[src/rtl/axi_lite_slave_regs_if.sv]
// AXI4-Lite bus bundle for the register bank: five channels, 32-bit address and data.
interface axi_lite_slave_regs_if;
    // Write address channel
    logic        awvalid;
    logic [31:0] awaddr;
    logic        awready;
    // Write data channel
    logic        wvalid;
    logic [31:0] wdata;
    logic        wready;
    // Write response channel
    logic        bvalid;
    logic [1:0]  bresp;
    logic        bready;
    // Read address channel
    logic        arvalid;
    logic [31:0] araddr;
    logic        arready;
    // Read data channel
    logic        rvalid;
    logic [31:0] rdata;
    logic [1:0]  rresp;
    logic        rready;

    modport master (
        output awvalid, awaddr, wvalid, wdata, bready, arvalid, araddr, rready,
        input  awready, wready, bvalid, bresp, arready, rvalid, rdata, rresp
    );

    modport slave (
        input  awvalid, awaddr, wvalid, wdata, bready, arvalid, araddr, rready,
        output awready, wready, bvalid, bresp, arready, rvalid, rdata, rresp
    );
endinterface

[src/rtl/axi_lite_slave_regs.sv]
// AXI4-Lite slave register bank: NUM_REGS x 32-bit read/write registers,
// independent AW/W acceptance, one-cycle read capture, flat register export.
module axi_lite_slave_regs #(
    parameter int unsigned NUM_REGS = 8
) (
    input  logic                   clk,
    input  logic                   rstn,
    axi_lite_slave_regs_if.slave   bus,
    output logic [NUM_REGS*32-1:0] regs_out
);
    localparam int unsigned IDX_W = (NUM_REGS > 1) ? $clog2(NUM_REGS) : 1;
    localparam logic [1:0]  RESP_OKAY   = 2'b00;
    localparam logic [1:0]  RESP_SLVERR = 2'b10;

    logic [31:0] regs [NUM_REGS];

    // Write path state
    logic        aw_held;
    logic        w_held;
    logic [31:0] awaddr_q;
    logic [31:0] wdata_q;
    logic        bvalid_q;
    logic [1:0]  bresp_q;

    // Read path state
    logic        rvalid_q;
    logic [31:0] rdata_q;
    logic [1:0]  rresp_q;

    // Handshake and commit strobes
    logic awready_i;
    logic wready_i;
    logic arready_i;
    logic aw_hs;
    logic w_hs;
    logic ar_hs;
    logic commit;
    logic commit_ok;

    // Word aligned and inside the register window
    function automatic logic addr_ok(input logic [31:0] a);
        return (a[1:0] == 2'b00) && ({2'b00, a[31:2]} < NUM_REGS);
    endfunction

    function automatic logic [IDX_W-1:0] addr_idx(input logic [31:0] a);
        return a[2 +: IDX_W];
    endfunction

    // Readies depend only on internal state, never on the valid inputs
    always_comb begin
        awready_i = !aw_held && !bvalid_q;
        wready_i  = !w_held  && !bvalid_q;
        arready_i = !rvalid_q;
        aw_hs     = bus.awvalid && awready_i;
        w_hs      = bus.wvalid  && wready_i;
        ar_hs     = bus.arvalid && arready_i;
        commit    = aw_held && w_held;
        commit_ok = commit && addr_ok(awaddr_q);
    end

    assign bus.awready = awready_i;
    assign bus.wready  = wready_i;
    assign bus.bvalid  = bvalid_q;
    assign bus.bresp   = bresp_q;
    assign bus.arready = arready_i;
    assign bus.rvalid  = rvalid_q;
    assign bus.rdata   = rdata_q;
    assign bus.rresp   = rresp_q;

    // Latch write address and data independently, then commit once both are held
    always_ff @(posedge clk or negedge rstn) begin
        if (!rstn) begin
            aw_held  <= 1'b0;
            w_held   <= 1'b0;
            awaddr_q <= '0;
            wdata_q  <= '0;
            bvalid_q <= 1'b0;
            bresp_q  <= RESP_OKAY;
        end else begin
            if (aw_hs) begin
                aw_held  <= 1'b1;
                awaddr_q <= bus.awaddr;
            end
            if (w_hs) begin
                w_held  <= 1'b1;
                wdata_q <= bus.wdata;
            end
            // Both readies are low while both flags are set, so commit never races a new handshake
            if (commit) begin
                aw_held  <= 1'b0;
                w_held   <= 1'b0;
                bvalid_q <= 1'b1;
                bresp_q  <= addr_ok(awaddr_q) ? RESP_OKAY : RESP_SLVERR;
            end else if (bvalid_q && bus.bready) begin
                bvalid_q <= 1'b0;
            end
        end
    end

    // Register array: updated only on a commit to a valid address
    always_ff @(posedge clk or negedge rstn) begin
        if (!rstn) begin
            for (int unsigned i = 0; i < NUM_REGS; i++) begin
                regs[i] <= '0;
            end
        end else if (commit_ok) begin
            regs[addr_idx(awaddr_q)] <= wdata_q;
        end
    end

    // Capture read data at the AR handshake; a same-edge write is seen only by later reads
    always_ff @(posedge clk or negedge rstn) begin
        if (!rstn) begin
            rvalid_q <= 1'b0;
            rdata_q  <= '0;
            rresp_q  <= RESP_OKAY;
        end else if (ar_hs) begin
            rvalid_q <= 1'b1;
            if (addr_ok(bus.araddr)) begin
                rdata_q <= regs[addr_idx(bus.araddr)];
                rresp_q <= RESP_OKAY;
            end else begin
                rdata_q <= '0;
                rresp_q <= RESP_SLVERR;
            end
        end else if (rvalid_q && bus.rready) begin
            rvalid_q <= 1'b0;
        end
    end

    // Flat export of all registers, register i at bits [32*i +: 32]
    always_comb begin
        regs_out = '0;
        for (int unsigned i = 0; i < NUM_REGS; i++) begin
            regs_out[32*i +: 32] = regs[i];
        end
    end
endmodule

[src/flat_wrapper.sv]
// flat-port wrapper written by rule: the top's interface ports become plain ports
module axi_lite_slave_regs_flat 
#(
    parameter int unsigned NUM_REGS = 8
)
  (clk, rstn, regs_out, bus_awvalid, bus_awaddr, bus_wvalid, bus_wdata, bus_bready, bus_arvalid, bus_araddr, bus_rready, bus_awready, bus_wready, bus_bvalid, bus_bresp, bus_arready, bus_rvalid, bus_rdata, bus_rresp);
  axi_lite_slave_regs_if bus_i ();
  input  logic clk;
  input  logic rstn;
  output logic [NUM_REGS*32-1:0] regs_out;
  input wire logic [$bits(bus_i.awvalid)-1:0] bus_awvalid;
  input wire logic [$bits(bus_i.awaddr)-1:0] bus_awaddr;
  input wire logic [$bits(bus_i.wvalid)-1:0] bus_wvalid;
  input wire logic [$bits(bus_i.wdata)-1:0] bus_wdata;
  input wire logic [$bits(bus_i.bready)-1:0] bus_bready;
  input wire logic [$bits(bus_i.arvalid)-1:0] bus_arvalid;
  input wire logic [$bits(bus_i.araddr)-1:0] bus_araddr;
  input wire logic [$bits(bus_i.rready)-1:0] bus_rready;
  output wire logic [$bits(bus_i.awready)-1:0] bus_awready;
  output wire logic [$bits(bus_i.wready)-1:0] bus_wready;
  output wire logic [$bits(bus_i.bvalid)-1:0] bus_bvalid;
  output wire logic [$bits(bus_i.bresp)-1:0] bus_bresp;
  output wire logic [$bits(bus_i.arready)-1:0] bus_arready;
  output wire logic [$bits(bus_i.rvalid)-1:0] bus_rvalid;
  output wire logic [$bits(bus_i.rdata)-1:0] bus_rdata;
  output wire logic [$bits(bus_i.rresp)-1:0] bus_rresp;
  assign bus_i.awvalid = bus_awvalid;
  assign bus_i.awaddr = bus_awaddr;
  assign bus_i.wvalid = bus_wvalid;
  assign bus_i.wdata = bus_wdata;
  assign bus_i.bready = bus_bready;
  assign bus_i.arvalid = bus_arvalid;
  assign bus_i.araddr = bus_araddr;
  assign bus_i.rready = bus_rready;
  assign bus_awready = bus_i.awready;
  assign bus_wready = bus_i.wready;
  assign bus_bvalid = bus_i.bvalid;
  assign bus_bresp = bus_i.bresp;
  assign bus_arready = bus_i.arready;
  assign bus_rvalid = bus_i.rvalid;
  assign bus_rdata = bus_i.rdata;
  assign bus_rresp = bus_i.rresp;
  axi_lite_slave_regs #(.NUM_REGS(NUM_REGS)) u_core (.clk(clk), .rstn(rstn), .bus(bus_i), .regs_out(regs_out));
endmodule
[config.mk]
export PLATFORM = sky130hd
export DESIGN_NAME = axi_lite_slave_regs_flat
export DESIGN_NICKNAME = d
export VERILOG_FILES = /design/src/rtl/axi_lite_slave_regs_if.sv /design/src/rtl/axi_lite_slave_regs.sv /design/src/flat_wrapper.sv
export SDC_FILE = /design/constraint.sdc
export NUM_CORES = 1
export LEC_CHECK = 0
export BUFFER_PORTS_ARGS = -buffer_cell sky130_fd_sc_hd__buf_2
export CAP_MARGIN = 10
export CORE_MARGIN = 3
export CORE_UTILIZATION = 48
export CTS_CLUSTER_DIAMETER = 80
export DETAILED_ROUTE_END_ITERATION = 16
export GPL_TIMING_DRIVEN = 0
export PLACE_DENSITY = 0.76
export SYNTH_ARGS = -nofsm -noshare
export SYNTH_HDL_FRONTEND = slang
export SYNTH_SLANG_ARGS = --single-unit
[constraint.sdc]
create_clock -name clk -period 2.3 [get_ports clk]
set_clock_uncertainty 0.05 [all_clocks]
set_input_delay 0.115 -clock clk [delete_from_list [all_inputs] [get_ports clk]]
set_output_delay 0.115 -clock clk [all_outputs]
set_load 0.005 [all_outputs]
======== Yosys cells after proc, flatten, opt, wreduce, memory -nomap -nowiden ========
Cells that the tools add are included.
storage, ports and cells
  flip-flop bits (word level) ............. 360
  input bits .............................. 103
  output and inout bits ................... 297
  word-level logic and storage cells ...... 63
operators by class
  $lt $le $gt $ge ......................... 5
  muxes and demuxes ....................... 17
  bitwise logic cells ..................... 2
  reductions and logical operators ........ 22
operators with widths
  operator               number
  $bwmux W256            1
  $mux W32               4
  $bmux W32 S3           1
  $demux W32 S3          1
  $lt A30 B4 Y1 const B  2
  $logic_and A1 B1 Y1    12
  $ge A4 B4 Y1 const B   2
  $mux W1                8
  $not A3 Y4             2
  $reduce_bool A2 Y1     4
  $logic_not A1 Y1       4
  $logic_not A2 Y1       2
  $lt A4 B1 Y1 const B   1
  $mux W2                2

======== Logic depth before layout (Yosys ltp) ========
Gate-level depths: netlist of run 1.
  depth in word-level cells ............... 6
  mapped depth ............................ 6
  depth with buffers taken out ............ 4

======== Worst setup path after synthesis of run 1 ========
Ideal clock, no wire load.
  kind .................................... register to register
  from .................................... register u_core.awaddr_q[30]
  to ...................................... register u_core.regs (netlist bit u_core.regs_out[118])
  setup time .............................. 125 ps
  data arrival time ....................... 2004 ps
  required time ........................... 2125 ps
  slack ................................... 122 ps
  stages on the path, launching flop included .. 6
  path buffers ............................ 1
  clock period less this slack ............ 2178 ps
  path through ............................ dfrtp_1 -> nor4_4 -> nand4_4 -> nor4_4 -> buf_6 -> mux2_2
between the ends
  cells in the longest elaborated chain, start to end .. 3
ends and longest elaborated chain
  element                        line                        source
  start, declared                axi_lite_slave_regs.sv:20   logic [31:0] awaddr_q;
  start signal, assigned         axi_lite_slave_regs.sv:82   awaddr_q <= bus.awaddr;
  $lt A30 B4 Y1                  axi_lite_slave_regs.sv:42   return (a[1:0] == 2'b00) && ({2'b00, a[31:2]} < NUM_REGS);
  $logic_and A1 B1 Y1            axi_lite_slave_regs.sv:42
  $logic_and A1 B1 Y1            axi_lite_slave_regs.sv:58   commit_ok = commit && addr_ok(awaddr_q);
  end signal, assigned by index  axi_lite_slave_regs.sv:107  regs[addr_idx(awaddr_q)] <= wdata_q;
  end, declared                  axi_lite_slave_regs.sv:15   logic [31:0] regs [NUM_REGS];
Every way passes these cells.
A chain may end at the register's enable or synchronous reset.

======== Worst setup path in the final report of run 1 ========
  from .................................... register u_core.awaddr_q[19]
  to ...................................... register u_core.regs (netlist bit u_core.regs_out[165])
Same word-level chain as after synthesis.

==> summary.txt, run 1 <==
Setup path
  • Kind of start point of the critical path: register
  • Largest delay contributor family on the critical path: simple AND/OR/NAND/NOR gates
  • Crit path largest cell delay: between 0.4 and 0.5 ns
  • Cell breakdown of the critical path: nor4_4 -> nand4_4 -> buf_12 -> nor4_4 -> buf_6 -> buf_12 -> mux2_2
  • Peak fanout along the critical path: 10
  • Endpoint arrival time on the critical path: 2.64 ns
  • Critical path buffer and inverter count: 3
  • Crit Path Category: reg -> reg
  • CP max stage cell: dfrtp_1
  • WP data required: 2.64 ns
  • Crit. End Element: register

Job
  • Max-cap violations: 0

Clock tree
  • TritonCTS buffer count: 40
  • Clock slew at the register clock pins of the worst setup and hold paths: approximately 0.06 ns
  • H-tree level count: 2
  • CTS tree: built
  • Root cell of the clock tree: clkbuf_16
  • Max Root-Sink Buffers: 3
  • Count of clock tree sinks: about 360
  • Source-to-sink clock delay at the later pin of the worst-skew pair: between 0.5 and 0.6 ns

Floorplan
  • Core Footprint: ~0.032 mm2
  • Initial Util: 48.98%
  • Die boundary width: around 190 um
  • Die H: about 190 um
  • Row count: 65
  • Io pins: 400
  • Die Area: around 0.035 mm2

Synth
  • Mux share of post-synthesis cell area: around 34%
  • Leading cell types by total area after synthesis: dfrtp_1 (58%), mux2_2 (20%), mux4_2 (9.3%)
  • Compound-gate portion of the synthesized area: under 10%
  • Mean cell area of the mapped netlist: 16.35 um2
  • Fraction of synthesized cell area in xor and xnor cells: 0%
  • Cell type contributing the most total cell area after synthesis: dfrtp_1
  • Combinational family with the most area after synthesis: multiplexers
  • Adder-cell area share of the yosys netlist: 0%
  • Proportion of synthesized chip area in sequential cells: 57.67%
  • Basic-gate share of the synthesized area counting and, or, nand and nor cells: 3.737%
  • Number of flip-flops and latches in the synthesized netlist: 358
  • Yosys cell types: 31
  • Warnings from Yosys: 0
  • Post-synth design cell area: 0.01553 mm2
  • Area share of the largest cell type after synthesis: between 50 and 60%
  • Post-synthesis cell count: 950

Timing
  • Share of the clock period used by the worst path: between 90% and 100%
  • Endpoints failing setup: 0
  • Worst path setup slack after routing: approximately 0.00016 ns
  • Setup TNS after final layout: 0 ns
  • Actual transition at the worst max-transition pin: between 1 and 1.5 ns
  • Count of endpoints failing hold in the final timing report: 0
  • Number of pins exceeding their max-slew limit in the final report: 0
  • RSZ-0062 raised after global routing: true
  • Hold Worst Slack: between 0.02 and 0.03 ns
  • Max_slew headroom: 28.42%
  • Peak Freq: between 0.4 and 0.5 GHz
  • Crit path time final: 2.300 ns

Placement
  • Standard cell area after detailed placement: around 0.018 mm2
  • Post-placement setup slack: -0.3698 ns
  • Half-perimeter wire length after placement: ~32000 um
  • Number of buffer cells added on primary ports: between 300 and 400
  • RD Place Congestion: 0.8175

Global routing
  • GR Util All Layers: 26.42%
  • Largest net degree at the start of global routing: 114
  • Via count of the first global-routing pass: approximately 11k
  • Antenna violations before repair: 0
  • Final global-route overflow total: 0
  • Wire length of the first global-routing pass: around 70000 um

Finish
  • Total Nets Final: roughly 1.6k
  • Area added between synthesis and finish: 34.67%
  • Most common cell after layout, fill and taps aside: buf_2
  • Top library cells by usage in the layout, fill and taps aside: buf_2 (399), dfrtp_1 (358), mux2_2 (224)
  • Share of final-layout standard cells stronger than drive strength 1: a little over 60%
  • ANT cells: 0
  • Finished Cell Area: 0.02092 mm2
  • Number of filler cells placed in the layout: ~2.3k

Route
  • Drt drc: 0
  • Routed Wire Length: between 40000 and 50000 um
  • Mean number of vias per cell: approximately 5.6
  • Iter 0 DRT Violations: 550
  • ANT nets after route: 0
  • First drt pass iteration count: 4
  • Average wire per standard cell: about 25 um
  • Via count: 10.66k

Pwr
  • Worst supply voltage drop on vdd: around 0.7 mV
  • Power Density: 769.3 mW/mm2
  • Leakage power: between 10 and 15 nW

Outcome
  • Result of the run: complete, no violations

Worst hold path
  • Worst hold path class: in -> async
==> sequential cells by signal, indices dropped and copies added (netlist names) <==
| register | flops |
|---|---|
| u_core.bus.rresp | 1 |
| u_core.bus.bresp | 1 |
| u_core.bus.rdata | 32 |
| u_core.awaddr_q | 32 |
| u_core.w_held | 1 |
| u_core.bus.bvalid | 1 |
| u_core.aw_held | 1 |
| u_core.bus.rvalid | 1 |
| u_core.wdata_q | 32 |
| u_core.regs_out | 256 |
==> logic make-up after synthesis <==
group | count (synthesis)
other | 1
AO/OA/AOI/OAI | 39
flip-flops | 358
AND/OR/NAND/NOR | 73
multiplexers | 415
buffers and inverters | 64
==> per-layer routing <==
metal  vias to the layer above  share of wire, %  global-route usage (%)
met4                         0               3.1                   8.609
met5                         -                 0                       0
met3                        85               6.7                   6.742
li1                       4591                 -                       -
met2                       369                49                   44.05
met1                      5618                41                   34.13
==> worst register-to-register path: cells and delay by family (launching register included) <==
family / cells / cell delay (ns)
multiplexers: 1 / 0.35
AND/OR/NAND/NOR: 3 / 0.77
buffers and inverters: 3 / 0.59
flip-flops: 1 / 0.43
==> cell usage after synthesis (all sizes together) <==
cell type / n
inv: 5
o21ai: 35
conb: 1
dfrtp: 358
or4: 1
nand2b: 3
and2: 2
nand2: 35
nor4: 20
or2: 1
o21bai: 1
mux2: 319
buf: 36
and4bb: 1
a21oi: 1
mux4: 64
nand4: 3
clkbuf: 23
mux2i: 32
nor2: 4
and4: 1
a21boi: 1
a21o: 1
nor3: 2
==> layout make-up <==
cell class / instances / area (um2) / share of cell area (%)
inverter: 5 / 18.77 / 0.08971
clock inverter: 8 / 68.82 / 0.3289
tap: 402 / 503.0 / 2.404
buffer: 57 / 593.1 / 2.835
timing repair buffer: 495 / 3110 / 14.87
multi-input combinational: 529 / 6505 / 31.09
sequential: 358 / 8959 / 42.82
clock buffer: 59 / 1164 / 5.562
==> path summary, 6_finish.rpt <==
path | start | end | slack (ns) | cells after the start
hold reg to reg | u_core.bus.rdata[20] | u_core.bus.rdata[20] | 0.42 | 2
setup / recovery | u_core.awaddr_q[19] | u_core.regs_out[165] | 0.0002 | 7
setup reg to reg | u_core.awaddr_q[19] | u_core.regs_out[165] | 0.0002 | 7
max in group asynchronous | rstn | u_core.regs_out[93] | 0.90 | 4
hold / removal | rstn | u_core.regs_out[16] | 0.03 | 2
min in group clk | bus_araddr[4] | u_core.bus.rdata[31] | 0.09 | 3
==> through the flow <==
stage	cells	util (%)	total power [mW]
after floorplan	951	-	8.930
after global placement	1747	56.79	9.743
after detailed placement	1750	57.08	9.886
after CTS	1903	63.71	16.12
after global routing	1913	65.96	16.81
final	1913	65.96	16.09
==> power by group <==
group / total, mW / switching, mW / leakage [nW] / internal, mW
logic: 1.95 / 0.879 / 5.34 / 1.07
registers: 8.07 / 1.12 / 4.83 / 6.95
clock network: 6.08 / 2.48 / 0.610 / 3.59
==> repair_timing <==
| action | in CTS | in global routing |
|---|---|---|
| cloned | 0 | 5 |
| buffers inserted | 19 | 7 |
| hold buffers | 67 | 0 |
| pin swaps | 11 | 4 |
| gates resized for setup | 6 | 148 |
| setup endpoints to repair | 314 | 277 |
| hold endpoints to repair | 311 | 0 |
(Power assumes the default switching activity.)
==> inputs of run 2 (changes only) <==
- CORE_UTILIZATION: 48 -> 50
- CTS_BUF_LIST: not set -> sky130_fd_sc_hd__clkbuf_2 sky130_fd_sc_hd__clkbuf_4 sky130_fd_sc_hd__clkbuf_8
- PLACE_DENSITY: 0.76 -> 0.79
==> summary.txt, run 2 (synthesized netlist as in run 1, its figures left out) <==
Timing
  • Actual transition at the worst max-transition pin: 0.9725 ns (-0.1012 ns)
  • RSZ-0062 raised after global routing: true
  • Worst path setup slack after routing: 0.03963 ns (+0.03947 ns)
  • Crit path time final: 2.260 ns (-0.03947 ns)
  • Share of the clock period used by the worst path: 98.28% (-1.7 points)
  • Setup TNS after final layout: 0 ns (unchanged)
  • Peak Freq: 0.4424 GHz (+1.7%)
  • Max_slew headroom: 35.16% (+6.7 points)
  • Endpoints failing setup: 0 (unchanged)
  • Number of pins exceeding their max-slew limit in the final report: 0 (unchanged)
  • Count of endpoints failing hold in the final timing report: 0 (unchanged)
  • Hold Worst Slack: 0.05162 ns (+0.02191 ns)

Finish
  • Area added between synthesis and finish: 34.10%
  • Top library cells by usage in the layout, fill and taps aside: buf_2 (399), dfrtp_1 (358), mux2_2 (219)
  • Total Nets Final: 1607 (+1.1%)
  • Final std cells w/o fill: 1938 (+1.3%)
  • Share of final-layout standard cells stronger than drive strength 1: 60.01% (-0.68 points)
  • ANT cells: 0 (unchanged)
  • Largest register FFs: 256 (unchanged)
  • Most common cell after layout, fill and taps aside: buf_2

Route
  • Mean number of vias per cell: 5.581 (+0.13%)
  • Average wire per standard cell: 24.24 um (-2.5%)
  • First drt pass iteration count: 4 (unchanged)
  • ANT nets after route: 0 (unchanged)
  • Via count: 10.82k (+1.4%)
  • Routed Wire Length: 46990 um (-1.2%)
  • Iter 0 DRT Violations: 578 (+5.1%)
  • Drt drc: 0 (unchanged)

Global routing
  • Antenna violations before repair: 0 (unchanged)
  • Via count of the first global-routing pass: 11.50k (+1.9%)
  • Wire length of the first global-routing pass: 70120 um (+1.5%)
  • Largest net degree at the start of global routing: 115 (+0.88%)
  • Final global-route overflow total: 0 (unchanged)
  • GR Util All Layers: 27.52% (+1.1 points)

Placement
  • RD Place Congestion: 0.8591 (+5.1%)
  • Number of cells in the design after placement: 1738 (-0.69%)
  • Number of buffer cells added on primary ports: 394 (unchanged)
  • Post-placement setup slack: -0.4053 ns (-0.03557 ns)
  • Half-perimeter wire length after placement: 31190 um (-1.3%)

Setup path
  • CP max stage cell: dfrtp_1
  • Crit. End Element: register
  • Peak fanout along the critical path: 10 (unchanged)
  • Largest delay contributor family on the critical path: simple AND/OR/NAND/NOR gates
  • Crit path largest cell delay: 0.41 ns (-0.02 ns)
  • Crit Path Category: reg -> reg
  • Kind of start point of the critical path: register
  • Cell breakdown of the critical path: nor4_4 -> nand4_4 -> buf_12 -> nor4_4 -> buf_6 -> buf_12 -> mux2_2
  • Endpoint arrival time on the critical path: 2.66 ns (+0.02 ns)
  • Critical path buffer and inverter count: 3 (unchanged)
  • Beginning of the worst register-to-register path: u_core.awaddr_q[11]
  • Critical path launch point: u_core.awaddr_q[11]
  • WP data required: 2.70 ns (+0.06 ns)

Clock tree
  • Clock slew at the register clock pins of the worst setup and hold paths: 0.06 ns (about the same)
  • Count of clock tree sinks: 358 (unchanged)
  • Source-to-sink clock delay at the later pin of the worst-skew pair: 0.58 ns (+0.06 ns)
  • Max Root-Sink Buffers: 3 (unchanged)
  • Root cell of the clock tree: clkbuf_8
  • H-tree level count: 2 (unchanged)
  • TritonCTS buffer count: 59 (+48%)
  • CTS tree: built

Pwr
  • Power Density: 766.7 mW/mm2 (-0.33%)
  • Internal power component: 11.47 mW (-1.2%)
  • Leakage power: 10.86 nW (+0.75%)
  • Worst supply voltage drop on vdd: 0.6854 mV (+0.26%)
  • Sequential power share: 50.5% (+0.4 points)
  • Sw power: 4.501 mW (+0.46%)
  • Clock network fraction of total power: 37.2% (-0.6 points)
  • Switching part of the total: 28.18% (+0.34 points)
  • Combinational power share: 12.3% (+0.2 points)

Worst hold path
  • Worst hold path class: in -> reg
  • Startpoint of the most critical hold path: bus_araddr[4]

Floorplan
  • Die boundary width: 182.3 um (-2.0%)
  • Initial Util: 51.59% (+2.6 points)
  • Die H: 182.3 um (-2.0%)
  • Io pins: 400 (unchanged)
  • Row count: 63 (-3.1%)
  • Core Footprint: 0.03011 mm2 (-5.1%)
  • Die Area: 0.03322 mm2 (-3.9%)

Outcome
  • Result of the run: complete, no violations

Job
  • Max-cap violations: 0 (unchanged)
run 2: power groups by stage:
stage	sequential, mW	combinational, mW	clock, mW
floorplan	7.70	1.23	0
global placement	8.00	1.73	0
detailed placement	8.04	1.83	0
CTS	7.94	1.93	6.02
global route	8.20	2.12	6.31
finish	8.07	1.96	5.95
run 2: worst min-delay path: stages:
cell and delay, ns:
clkbuf_1 0.19, mux2i_1 0.18, o21ai_0 0.14
run 2: layout make-up:
type | instances | area (um2)
buffer | 57 | 588.1
fill | 2065 | 9279
inverter | 5 | 18.77
timing repair buffer | 494 | 3085
clock inverter | 6 | 55.05
sequential | 358 | 8959
tap | 390 | 488.0
clock buffer | 99 | 1231
multi-input combinational | 529 | 6407
run 2: layer usage:
metal	wire [um]	vias to the layer above	part of all wire (%)	global-route usage (%)
li1	-	4637	-	-
met1	19090	5677	41	35.96
met2	23220	421	49	46.51
met3	3326	81	7.1	5.960
met4	1346	0	2.9	8.440
met5	0	-	0	0
run 2: what timing repair did:
action                     4_1_cts  5_1_grt
setup endpoints to repair      305      249
pin swaps                       11        3
hold buffers                    73        1
setup buffers                   18        4
gates resized for setup          5      122
cloned                           0        1
hold endpoints to repair       315        2
run 2: through the flow:
stage | power (mW) | area, um2 | utilization, %
after CTS | 15.89 | 20280 | 67.36
final | 15.97 | 20830 | 69.18
after global placement | 9.731 | 18000 | 59.77
after floorplan | 8.930 | 15540 | -
after global routing | 16.63 | 20830 | 69.18
after detailed placement | 9.868 | 18090 | 60.08
run 2: path summary, 6_finish.rpt:
| check | end | depth (start not counted) | slack, ns |
|---|---|---|---|
| min in group asynchronous | u_core.regs_out[172] | 3 | 0.06 |
| setup / recovery | u_core.regs_out[74] | 7 | 0.04 |
| max in group asynchronous | u_core.awaddr_q[2] | 4 | 1.20 |
| hold / removal | u_core.bus.rdata[0] | 3 | 0.05 |
| setup reg to reg | u_core.regs_out[74] | 7 | 0.04 |
| hold reg to reg | u_core.bus.rdata[25] | 2 | 0.42 |
